$ cat src/rtl/contador_ctrl.sv
`default_nettype none
// ============================================================================
//  Module      : contador_ctrl
//  Description : Run/pause/stop controlled up-counter with a one-shot or
//                periodic terminal count, a reload tick pulse and a
//                saturating count of completed periods.
//  Revision    : 1.0 - initial release
// ============================================================================
module contador_ctrl #(
  parameter int WIDTH = 4
) (
  input  logic             clk,
  input  logic             reset,
  input  logic             start,
  input  logic             stop,
  input  logic             pause,
  input  logic             periodic,
  input  logic [WIDTH-1:0] limit,
  output logic [WIDTH-1:0] count,
  output logic             busy,
  output logic             done,
  output logic             tick,
  output logic [WIDTH-1:0] wraps
);

  localparam logic [WIDTH-1:0] c_zero = '0;
  localparam logic [WIDTH-1:0] c_one  = WIDTH'(1);
  localparam logic [WIDTH-1:0] c_max  = '1;

  typedef enum logic [1:0] {
    ST_IDLE  = 2'd0,
    ST_RUN   = 2'd1,
    ST_PAUSE = 2'd2,
    ST_DONE  = 2'd3
  } state_t;

  state_t           r_state;
  logic [WIDTH-1:0] r_count;
  logic [WIDTH-1:0] r_wraps;
  logic [WIDTH-1:0] r_limit_q;
  logic             r_periodic_q;
  logic             r_busy;
  logic             r_done;
  logic             r_tick;

  // Terminal condition is evaluated against the value latched at start, so
  // later changes on the limit input cannot disturb a run in progress.
  logic w_at_limit;
  assign w_at_limit = (r_count == r_limit_q);

  // Control FSM; every output is a register updated alongside the state.
  always_ff @(posedge clk) begin
    if (!reset) begin
      r_state      <= ST_IDLE;
      r_count      <= c_zero;
      r_wraps      <= c_zero;
      r_limit_q    <= c_zero;
      r_periodic_q <= 1'b0;
      r_busy       <= 1'b0;
      r_done       <= 1'b0;
      r_tick       <= 1'b0;
    end else begin
      // tick is a single-cycle pulse: only the reload branch re-asserts it
      r_tick <= 1'b0;
      case (r_state)
        ST_IDLE: begin
          if (start) begin
            r_limit_q    <= limit;
            r_periodic_q <= periodic;
            r_count      <= c_zero;
            r_wraps      <= c_zero;
            r_busy       <= 1'b1;
            r_done       <= 1'b0;
            r_state      <= ST_RUN;
          end
        end

        ST_RUN: begin
          // priority: stop, then pause, then terminal count, then increment
          if (stop) begin
            r_count <= c_zero;
            r_busy  <= 1'b0;
            r_done  <= 1'b0;
            r_state <= ST_IDLE;
          end else if (pause) begin
            r_state <= ST_PAUSE;
          end else if (w_at_limit) begin
            if (r_periodic_q) begin
              r_count <= c_zero;
              r_tick  <= 1'b1;
              if (r_wraps != c_max) begin
                r_wraps <= r_wraps + c_one;
              end
            end else begin
              r_busy  <= 1'b0;
              r_done  <= 1'b1;
              r_state <= ST_DONE;
            end
          end else begin
            r_count <= r_count + c_one;
          end
        end

        ST_PAUSE: begin
          // leaving pause only re-arms RUN; the count moves on the next edge
          if (stop) begin
            r_count <= c_zero;
            r_busy  <= 1'b0;
            r_done  <= 1'b0;
            r_state <= ST_IDLE;
          end else if (!pause) begin
            r_state <= ST_RUN;
          end
        end

        ST_DONE: begin
          if (stop) begin
            r_count <= c_zero;
            r_busy  <= 1'b0;
            r_done  <= 1'b0;
            r_state <= ST_IDLE;
          end else if (start) begin
            r_limit_q    <= limit;
            r_periodic_q <= periodic;
            r_count      <= c_zero;
            r_wraps      <= c_zero;
            r_busy       <= 1'b1;
            r_done       <= 1'b0;
            r_state      <= ST_RUN;
          end
        end

        default: begin
          r_count <= c_zero;
          r_busy  <= 1'b0;
          r_done  <= 1'b0;
          r_state <= ST_IDLE;
        end
      endcase
    end
  end

  assign count = r_count;
  assign busy  = r_busy;
  assign done  = r_done;
  assign tick  = r_tick;
  assign wraps = r_wraps;

endmodule
`default_nettype wire

$ cat config.mk
export PLATFORM = sky130hd
export DESIGN_NAME = contador_ctrl
export DESIGN_NICKNAME = d
export VERILOG_FILES = /design/src/rtl/contador_ctrl.sv
export SDC_FILE = /design/constraint.sdc
export NUM_CORES = 1
export LEC_CHECK = 0
export CORE_ASPECT_RATIO = 1.25
export CORE_MARGIN = 5
export CORE_UTILIZATION = 38
export CTS_BUF_LIST = sky130_fd_sc_hd__clkbuf_2
export DETAILED_ROUTE_END_ITERATION = 12
export PLACE_DENSITY = 0.63
export SLEW_MARGIN = 20
export SYNTH_ARGS = -nofsm -noshare
export SYNTH_HDL_FRONTEND = slang
export SYNTH_SLANG_ARGS = --single-unit
$ cat constraint.sdc
create_clock -name clk -period 3 [get_ports clk]
set_input_delay 0.75 -clock clk [delete_from_list [all_inputs] [get_ports clk]]
set_output_delay 0.75 -clock clk [all_outputs]
set_load 0.005 [all_outputs]
Word-level counts from Yosys, hierarchy flattened:

Cells that the tools add are included.

* add/subtract/negate cells: 2
* equal/unequal tests: 19
* multiplexer cells: 47
* bitwise logic cells: 3
* reduce and logical (&&, ||, !) cells: 9

Operator list (count)
* 4-bit two-way mux: 16
* 1-bit two-way mux: 16
* 2-bit two-way mux: 8
* 4-bit inequality test, second input constant: 4
* 4-bit one-hot mux with 4 select lines: 1
* 2-bit inequality test, second input constant: 7
* 3-bit inequality test, second input constant: 4
* 4-bit one-hot mux with 3 select lines: 1
* 4-bit by 1-bit adder with 4-bit output, second input constant: 2
* 1-bit one-hot mux with 4 select lines: 2
* 2-bit one-hot mux with 4 select lines: 1
* 4-bit one-hot mux with 2 select lines: 1
* 7-bit AND reduction: 1
* 3-bit AND reduction: 2
* 5-bit OR reduction: 1
* 2-bit equality test, second input constant: 2
* 4-bit equality test: 1
* 4-bit AND reduction: 1
* 1-bit inverter: 3
* 3-bit nonzero test: 1
* 2-bit by 1-bit equality test with 1-bit output, second input constant: 1
* 2-bit logical NOT: 1
* 1-bit one-hot mux with 2 select lines: 1
* 2-bit AND reduction: 1
* 2-bit nonzero test: 1

* register bits: 18
* input bits: 10
* output and inout port bits: 11
* logic and storage cells: 88

Logic depth before layout (Yosys ltp):

Gate-level depths: netlist (run 1).

* depth in word-level cells: 7
* mapped depth: 6

Least setup slack after synthesis (run 1):

OpenSTA, ideal clock, no wires.

* kind: input port to flip-flop
* from: input stop
* to: register r_wraps[1] (netlist: wraps[1])
* library setup time: 118 ps
* arrival: 1770 ps
* required time: 2882 ps
* path slack: 1113 ps
* cell stages on the path: 6
* path buffers: 1
* cells stage by stage: buf_4 -> nor3b_4 -> nand2_1 -> nor4b_4 -> mux2i_1 -> nor2_1

* longest elaborated chain between the ends: 2

RTL lines
* from (decl): RTL line 15 `input logic stop,`
* 2-bit inequality test (no line)
* 7-bit AND reduction (no line) (*)
* to (signal assigned): RTL line 56 `r_wraps <= c_zero;`
* to (signal assigned): RTL line 71 `r_wraps <= c_zero;`
* to (signal assigned): RTL line 92 `r_wraps <= r_wraps + c_one;`
* to (decl): RTL line 39 `logic [WIDTH-1:0] r_wraps;`

Mark *: on every way between the ends. The rest lies on a longest branch, timed or not.
A chain may end at the register's enable or synchronous reset.

Final worst setup path (run 1):

* from: input stop
* to: register r_count[1] (netlist: count[1])

* longest elaborated chain between the ends: 2

RTL lines
* 4-bit inequality test (no line) (tied with other cells)
* 3-bit AND reduction (no line) / 4-bit one-hot mux with 4 select lines (equally long branches)
* to (signal assigned): RTL line 55 `r_count <= c_zero;`
* to (signal assigned): RTL line 70 `r_count <= c_zero;`
* to (signal assigned): RTL line 81 `r_count <= c_zero;`
* to (decl): RTL line 38 `logic [WIDTH-1:0] r_count;`

Parallel ways exist; a longest one is shown, timed or not.

==> results of run 1 <==
[cells by family after synthesis]
group / synth area share
AO/OA/AOI/OAI: 0.1376
XOR/XNOR: 0.06187
adder cells (fa/ha/maj): 0.03535
buffers and inverters: 0.05051
flip-flops: 0.3636
multiplexers: 0.06061
AND/OR/NAND/NOR: 0.2904
[synthesized netlist by cell type (4+ instances only)]
library cell and count:
dfxtp_1 18, nand2_1 13, nor2_1 13, xnor2_1 7, mux2i_1 6, nor3_1 6, inv_1 5, a21o_1 4
a21oi_1 4, nand3_1 4, nor2b_1 4, o21ai_0 4
[area by class of cell]
cell class / count / area [um2] / area share
inverter: 5 / 18.77 / 0.01543
multi-input combinational: 86 / 580.6 / 0.4774
clock buffer: 3 / 15.01 / 0.01235
timing repair buffer: 20 / 200.2 / 0.1646
tap: 33 / 41.29 / 0.03395
sequential: 18 / 360.3 / 0.2963
[tightest hold or removal path: stages, from the launching register on]
cell      delay [ns]
dfxtp_1         0.34
inv_1           0.05
a211oi_1        0.05
[registers in the layout, indices dropped and copies added, names as in the netlist]
register	flops
busy	1
r_state	2
count	4
r_periodic_q	1
tick	1
done	1
r_limit_q	4
wraps	4
[layout by cell type, fill, tap and decap left out, types with 2 or more instances in the layout]
cell             instances
nor2_1                  13
mux2i_1                  6
nand3_1                  4
ha_1                     2
nand4_1                  2
clkbuf_2                 3
xnor2_1                  7
clkdlybuf4s50_1         20
nand2_1                 13
nor3b_1                  2
dfxtp_1                 18
nor2b_1                  4
a21o_1                   4
nor3_1                   6
o21ai_0                  4
a21oi_1                  4
inv_1                    5
[path summary, 6_finish.rpt]
check                           to  slack (ns)                     from
max          count[1]$_SDFFE_PN0P_        0.82                     stop
min reg2reg      done$_SDFFE_PN0P_        0.47        done$_SDFFE_PN0P_
max reg2reg  count[1]$_SDFFE_PN0P_        1.26  r_state[0]$_SDFFE_PN0P_
min              done$_SDFFE_PN0P_        0.47        done$_SDFFE_PN0P_
[routing by layer]
metal  global-route usage  wire length, um
met1               0.1415              931
met2               0.2249             1062
met3              0.02907               88
met4              0.06079               19
met5                    0                0
[metrics by stage]
step / util / instances / hold WS [ns] / power [mW]
finish: 0.4909 / 165 / 0.4686 / 0.4462
global route: 0.4909 / 165 / 0.5085 / 0.4771
CTS: 0.4909 / 165 / 0.4781 / 0.4534
detailed placement: 0.4848 / 162 / 0.4564 / 0.3548
global placement: 0.4848 / 162 / 0.4515 / 0.3535
floorplan: - / 114 / 0.4454 / 0.3276
[power breakdown]
group	switching, mW	total [mW]	internal [mW]
Sequential	0.0119	0.261	0.249
Clock	0.0700	0.0972	0.0273
Combinational	0.0443	0.0884	0.0440
Total	0.126	0.446	0.320
==> impl_metrics.ini, run 1 <==
[clocking]
root_buffer = clkbuf_2
cts_setup_buffers = 0
numClockSinks = 18
clock_path_buffers = 2
clk_latency_ns = 0.28
cts_tree = yes
clk_pin_slew_worst_paths_ns = 0.16
numCtsBuffers = 3
h-tree-depth = 1
cts_hold_buffers = 0
cts_resized = 0

[worst_setup_path]
start_kind = input pin
crit_chain = clkdlybuf4s50_1 -> nor3b_4 -> nand2_1 -> or3_4 -> nand2_1 -> o2bb2ai_1
cp-end-kind = register
slowest_stage = clkdlybuf4s50_1
cp.arrival_ns = 2.41
crit_fanout = 9
cp_num_cells = 6
worstRegToRegCells = 5
slowest_delay_ns = 0.58
cp_num_buf_inv = 1
worstPathRequired_ns = 3.23
critPathTopFamily = simple AND/OR/NAND/NOR gates
path_class = input pin to register
cp_common_cell = nand2_1

[drt]
viasPerCell = 5.145
vias = 849
initialDrtViolationCount = 9
postRouteAntennaNets = 0
wl_mm = 2.101
drtPass1Iterations = 4
routedWlPerCell_um = 12.73
drcViolationCount = 0

[floorplan]
die_h_um = 67.10
ios = 21
fp.dieW_um = 55.68
start_util = 0.4000
core_mm2 = 0.002477
rows = 20
die-area_mm2 = 0.003736

[layout]
fillers = 245
nets = 146
antenna_cells = 0
drive_gt1_frac = 0.06818
syn2layout_area_growth_pct = 22.73
final_cell_area_mm2 = 0.001216

[global_route]
grt_pass1_wl_mm = 3.753
gr-total-overflow = 0
grt_usage = 0.1263
grt_max_degree = 14
grt_pass1_vias = 856
antenna_found_initial = 0

[timing]
worst_slew_pin_slew_ns = 0.3965
tns_ns = 0
max_slew_margin = 0.7353
fin_skew_ns = 0.001554
setup_ws_ns = 0.8165
drv_slew = 0
period_minus_slack_ns = 2.183
rsz0062_at_grt = no
fin_crit_sh = 0.7278
max_freq_mhz = 458.0
finalSetupViolations = 0
finalHoldViolCount = 0

[power]
vdd_drop_max_uv = 197.6
power_density_mw_per_mm2 = 366.9
p_leak_nw = 0.4589

[synth]
synth.distinct_cells = 34
async_reset_ff_frac = 0
syn-instance-count = 114
yosysTopAreaCellShare = 0.3636
yosysTopAreaCell = dfxtp_1
synthTopCellsByArea = dfxtp_1 (36%), xnor2_1 (6.2%), mux2i_1 (6.1%), nand2_1 (4.9%), nor2_1 (4.9%)
synth.net_count = 126
synth.ff_latch_count = 18
synth_ff_type = dfxtp_1
synth_area_um2 = 991.0
seq_area_frac_synth = 0.3636
synth_warnings = 0
synth-edff-count = 0
avgSynthCellArea_um2 = 8.693

[placement]
globalplace.congestion = 0.7649
portBuffers = 20
hpwl_mm = 1.635
dpl-instance-area_mm2 = 0.001201
dp_slack_ns = 0.5025

[worst_hold_path]
worstHoldPathCells = 2
hp-class = register to register

[job]
cap_violations = 0

[run_status]
outcome = completed
No activity file was read; power rests on OpenSTA's default activity.
==> run 2, diff against run 1 <==
==> constraint.sdc (replaced) <==
create_clock -name clk -period 2.2 [get_ports clk]
set_input_delay 0.55 -clock clk [delete_from_list [all_inputs] [get_ports clk]]
set_output_delay 0.55 -clock clk [all_outputs]
set_load 0.005 [all_outputs]
==> run 2 against run 1 <==
Net effect:
- utilization rose by 2.3 points
- worst hold slack got worse by 0.0056 ns
- cell count rose by 4.8%
- critical path depth fell by 5
- non-clock buffer count rose by 7
- sequential cell count did not move
- sequential share of layout area fell by 1.3 points
- clock skew rose by 0.015 ns
- design area rose by 4.6%
- sequential power rose by 36%
- worst setup slack got worse by 0.51 ns
- wire length rose by 3.2%
- critical endpoint is now count[0]
- largest power group unchanged
- highest routed layer unchanged
==> impl_metrics.ini, run 2 (synthesis results as in run 1) <==
[power]
vdd_drop_max_uv = 293.4
total_power_uw = 630.3
power_density_mw_per_mm2 = 495.3
p_leak_nw = 0.4941

[global_route]
grt_pass1_wl_mm = 3.829
grt_usage = 0.1307
grt_pass1_vias = 886
antenna_found_initial = 0
gr-total-overflow = 0
grt_max_degree = 14

[timing]
fin_crit_sh = 0.8589
period_minus_slack_ns = 1.890
worst_slew_pin_slew_ns = 0.3887
rsz0062_at_grt = no
fin_skew_ns = 0.01676
max_freq_mhz = 529.2
finalSetupViolations = 0
finalHoldViolCount = 0
drv_slew = 0
tns_ns = 0
max_slew_margin = 0.7405

[drt]
viasPerCell = 5.017
routedWlPerCell_um = 12.53
wl_mm = 2.168
drtPass1Iterations = 4
drcViolationCount = 0
initialDrtViolationCount = 5
vias = 868
postRouteAntennaNets = 0

[worst_setup_path]
cp_num_cells = 1
slowest_stage = clkdlybuf4s50_1
r2r_setup_slack_ns = 0.51
cp_num_buf_inv = 1
critPathTopFamily = buffers and inverters
worstPathRequired_ns = 1.65
crit_fanout = 6
r2r-end = wraps[1]$_SDFFE_PN0P_
worstRegToRegCells = 5
crit_chain = clkdlybuf4s50_1
path_class = register to output port
cp-end-kind = output port
cp.arrival_ns = 1.34
crit_start = count[0]$_SDFFE_PN0P_
start_kind = register
slowest_delay_ns = 0.55
worstReg2RegStart = r_state[0]$_SDFFE_PN0P_

[clocking]
h-tree-depth = 1
numClockSinks = 18
root_buffer = clkbuf_2
cts_setup_buffers = 0
clk_pin_slew_worst_paths_ns = 0.19
cts_resized = 0
numCtsBuffers = 3
clock_path_buffers = 2
cts_tree = yes
clk_latency_ns = 0.31
cts_hold_buffers = 0

[placement]
hpwl_mm = 1.676
globalplace.congestion = 0.7516
portBuffers = 20

[floorplan]
die-area_mm2 = 0.003736
core_mm2 = 0.002477
ios = 21
fp.dieW_um = 55.68
die_h_um = 67.10
rows = 20
start_util = 0.4000

[job]
cap_violations = 0

[layout]
mostFrequentLayoutCell = clkdlybuf4s50_1
fillers = 233
drive_gt1_frac = 0.1143
syn2layout_area_growth_pct = 28.41
antenna_cells = 0
final_cell_mix = clkdlybuf4s50_1 (20), dfxtp_1 (18), nor2_1 (13), nand2_1 (13)
nets = 153

[worst_hold_path]
worstHoldPathCells = 2
worstHoldStart = done$_SDFFE_PN0P_
hp-class = register to register
hold_end = done$_SDFFE_PN0P_

[run_status]
outcome = completed
[run 2: how the worst max path moves through the flow]
| stage | endpoint | slack (ns) |
|---|---|---|
| after global placement | wraps[1]$_SDFFE_PN0P_ | 0.08 |
| final | count[0] | 0.31 |
| after detailed placement | wraps[1]$_SDFFE_PN0P_ | 0.06 |
| after CTS | count[0] | 0.29 |
| after floorplan | wraps[1]$_SDFFE_PN0P_ | 0.51 |
| after global routing | count[0] | 0.24 |
[run 2: final cells by class]
| cell class | instances | area (um2) | share of cell area |
|---|---|---|---|
| Clock buffer | 3 | 15.01 | 0.01180 |
| Clock inverter | 1 | 3.754 | 0.002950 |
| Inverter | 5 | 18.77 | 0.01475 |
| Multi-Input combinational cell | 86 | 580.6 | 0.4562 |
| Sequential cell | 18 | 360.3 | 0.2832 |
| Tap cell | 33 | 41.29 | 0.03245 |
| Timing Repair Buffer | 27 | 252.7 | 0.1986 |
[run 2: stage by stage]
step	worst slack, ns	std cells	hold slack [ns]	instance area, um2	util
final	0.3105	173	0.4629	1272	0.5136
after CTS	0.2942	173	0.4732	1272	0.5136
after global routing	0.2366	173	0.4993	1272	0.5136
after detailed placement	0.06461	169	0.4513	1254	0.5061
after global placement	0.08414	169	0.4405	1254	0.5061
after floorplan	0.5127	114	0.4454	991.0	-
[run 2: power breakdown]
part	switching, mW	internal, mW
clock	0.106	0.0395
combinational	0.0629	0.0676
sequential	0.0156	0.339
total	0.184	0.446
[run 2: worst reg2reg max path, cell delays in order (launching register included)]
cell and delay [ns]:
dfxtp_1 0.60, nor3b_4 0.31, nand2_1 0.15, nor4b_4 0.28
mux2i_1 0.21, nor2_1 0.06
[run 2: layer usage]
layer / vias up / part of all wire / wire length (um) / track usage
met3: 2 / 0.039 / 85 / 0.02326
met2: 13 / 0.51 / 1108 / 0.2411
li1: 449 / - / - / -
met4: 0 / 0.0088 / 19 / 0.06383
met5: - / 0 / 0 / 0
met1: 404 / 0.44 / 955 / 0.1435
==> run 3, diff against run 2 <==
--- a/config.mk
+++ b/config.mk
@@ -5,8 +5,9 @@
 export SDC_FILE = /design/constraint.sdc
 export NUM_CORES = 1
 export LEC_CHECK = 0
+export ABC_AREA = 0
 export CORE_ASPECT_RATIO = 1.25
-export CORE_MARGIN = 5
+export CORE_MARGIN = 3
 export CORE_UTILIZATION = 38
 export CTS_BUF_LIST = sky130_fd_sc_hd__clkbuf_2
 export DETAILED_ROUTE_END_ITERATION = 12
==> run 3 against run 2 <==
Net effect:
- critical path depth increased by 5
- global-route usage grew 1.4 points
- first-iteration DRC count grew 20%
- cell count shrank 1.2%
- clock power down 10%
==> impl_metrics.ini, run 3 (synthesis results as in run 1) <==
[run_status]
outcome = completed

[placement]
globalplace.congestion = 0.7983
hpwl_mm = 1.637
dp_slack_ns = 0.02977
dpl-instance-area_mm2 = 0.001246
dpl.cell_count = 168
portBuffers = 20

[global_route]
grt_pass1_wl_mm = 3.691
grt_pass1_vias = 843
met1_usage = 0.1740
grt_max_degree = 14
antenna_found_initial = 0
grt_usage = 0.1447
grt_util_met3 = 0.02600
grt.met2_usage = 0.2484
gr-total-overflow = 0
grt_busiest_layer = met2

[floorplan]
die_h_um = 63.10
start_util = 0.4041
rows = 20
die-area_mm2 = 0.003260
ios = 21
fp.dieW_um = 51.68
core_mm2 = 0.002452

[layout]
fillers = 256
stdcell_count = 171
nets = 152
mostFrequentLayoutCell = clkdlybuf4s50_1
antenna_cells = 0
syn2layout_area_growth_pct = 27.27
final_cell_mix = clkdlybuf4s50_1 (20), dfxtp_1 (18), nor2_1 (13), nand2_1 (13), xnor2_1 (7)
drive_gt1_frac = 0.1087
final_cell_area_mm2 = 0.001261
postLayoutCoreUtil = 0.5143

[worst_setup_path]
start_kind = input pin
path_class = input pin to register
slowest_delay_ns = 0.51
cp-end-kind = register
slowest_stage = clkdlybuf4s50_1
cp.arrival_ns = 2.04
crit_chain = clkdlybuf4s50_1 -> nor3b_4 -> nand2_1 -> nor4b_4 -> mux2i_1 -> nor2_1
worstPathRequired_ns = 2.40
crit_fanout = 5
critPathTopFamily = simple AND/OR/NAND/NOR gates
cp_num_buf_inv = 1

[timing]
finalHoldViolCount = 0
worst_hold_slack_ns = 0.4623
finalSetupViolations = 0
worst_slew_pin_slew_ns = 0.4037
max_freq_mhz = 543.2
rsz0062_at_grt = no
fin_crit_sh = 0.8368
max_slew_margin = 0.7305
fin_skew_ns = 0.003833
period_minus_slack_ns = 1.841
setup_ws_ns = 0.3591
drv_slew = 0
tns_ns = 0

[power]
total_power_uw = 613.7
power_density_mw_per_mm2 = 486.6
p_leak_nw = 0.4877
vdd_drop_max_uv = 292.5

[worst_hold_path]
hp-class = register to register

[clocking]
cts_resized = 0
numClockSinks = 18
cts_tree = yes
root_buffer = clkbuf_2
cts_setup_buffers = 0
cts_hold_buffers = 0
numCtsBuffers = 3
h-tree-depth = 1
clock_path_buffers = 2
clk_latency_ns = 0.29
clk_pin_slew_worst_paths_ns = 0.15

[drt]
postRouteAntennaNets = 0
routedWlPerCell_um = 11.96
wl_mm = 2.046
viasPerCell = 4.912
drtPass1Iterations = 4
drcViolationCount = 0
vias = 840
initialDrtViolationCount = 6

[job]
cap_violations = 0
run 3: layer usage:
layer	up-vias	wire (um)
met5	-	0
met4	0	32
met3	4	65
met2	15	1034
met1	380	913
li1	441	-
run 3: final timing paths:
kind	start	to	slack (ns)	depth (start not counted)
max	stop	wraps[1]$_SDFFE_PN0P_	0.36	6
min reg2reg	done$_SDFFE_PN0P_	done$_SDFFE_PN0P_	0.46	2
max reg2reg	r_state[0]$_SDFFE_PN0P_	wraps[1]$_SDFFE_PN0P_	0.49	5
min	done$_SDFFE_PN0P_	done$_SDFFE_PN0P_	0.46	2
run 3: power breakdown:
part	leakage, nW	internal [mW]	total, mW	switching [mW]
Clock	0.0125	0.0372	0.130	0.0930
Combinational	0.329	0.0664	0.128	0.0620
Sequential	0.146	0.339	0.355	0.0160
run 3: cell type report:
cell class,instances,area [um2],area share
clock buffer,3,15.01,0.01190
inverter,5,18.77,0.01488
multi-input combinational,86,580.6,0.4603
sequential,18,360.3,0.2857
tap,33,41.29,0.03274
timing repair buffer,26,245.2,0.1944
run 3: worst reg2reg max path: stages, from the launching register on:
cell and delay, ns:
dfxtp_1 0.60, nor3b_4 0.31, nand2_1 0.15, nor4b_4 0.29
mux2i_1 0.22, nor2_1 0.05
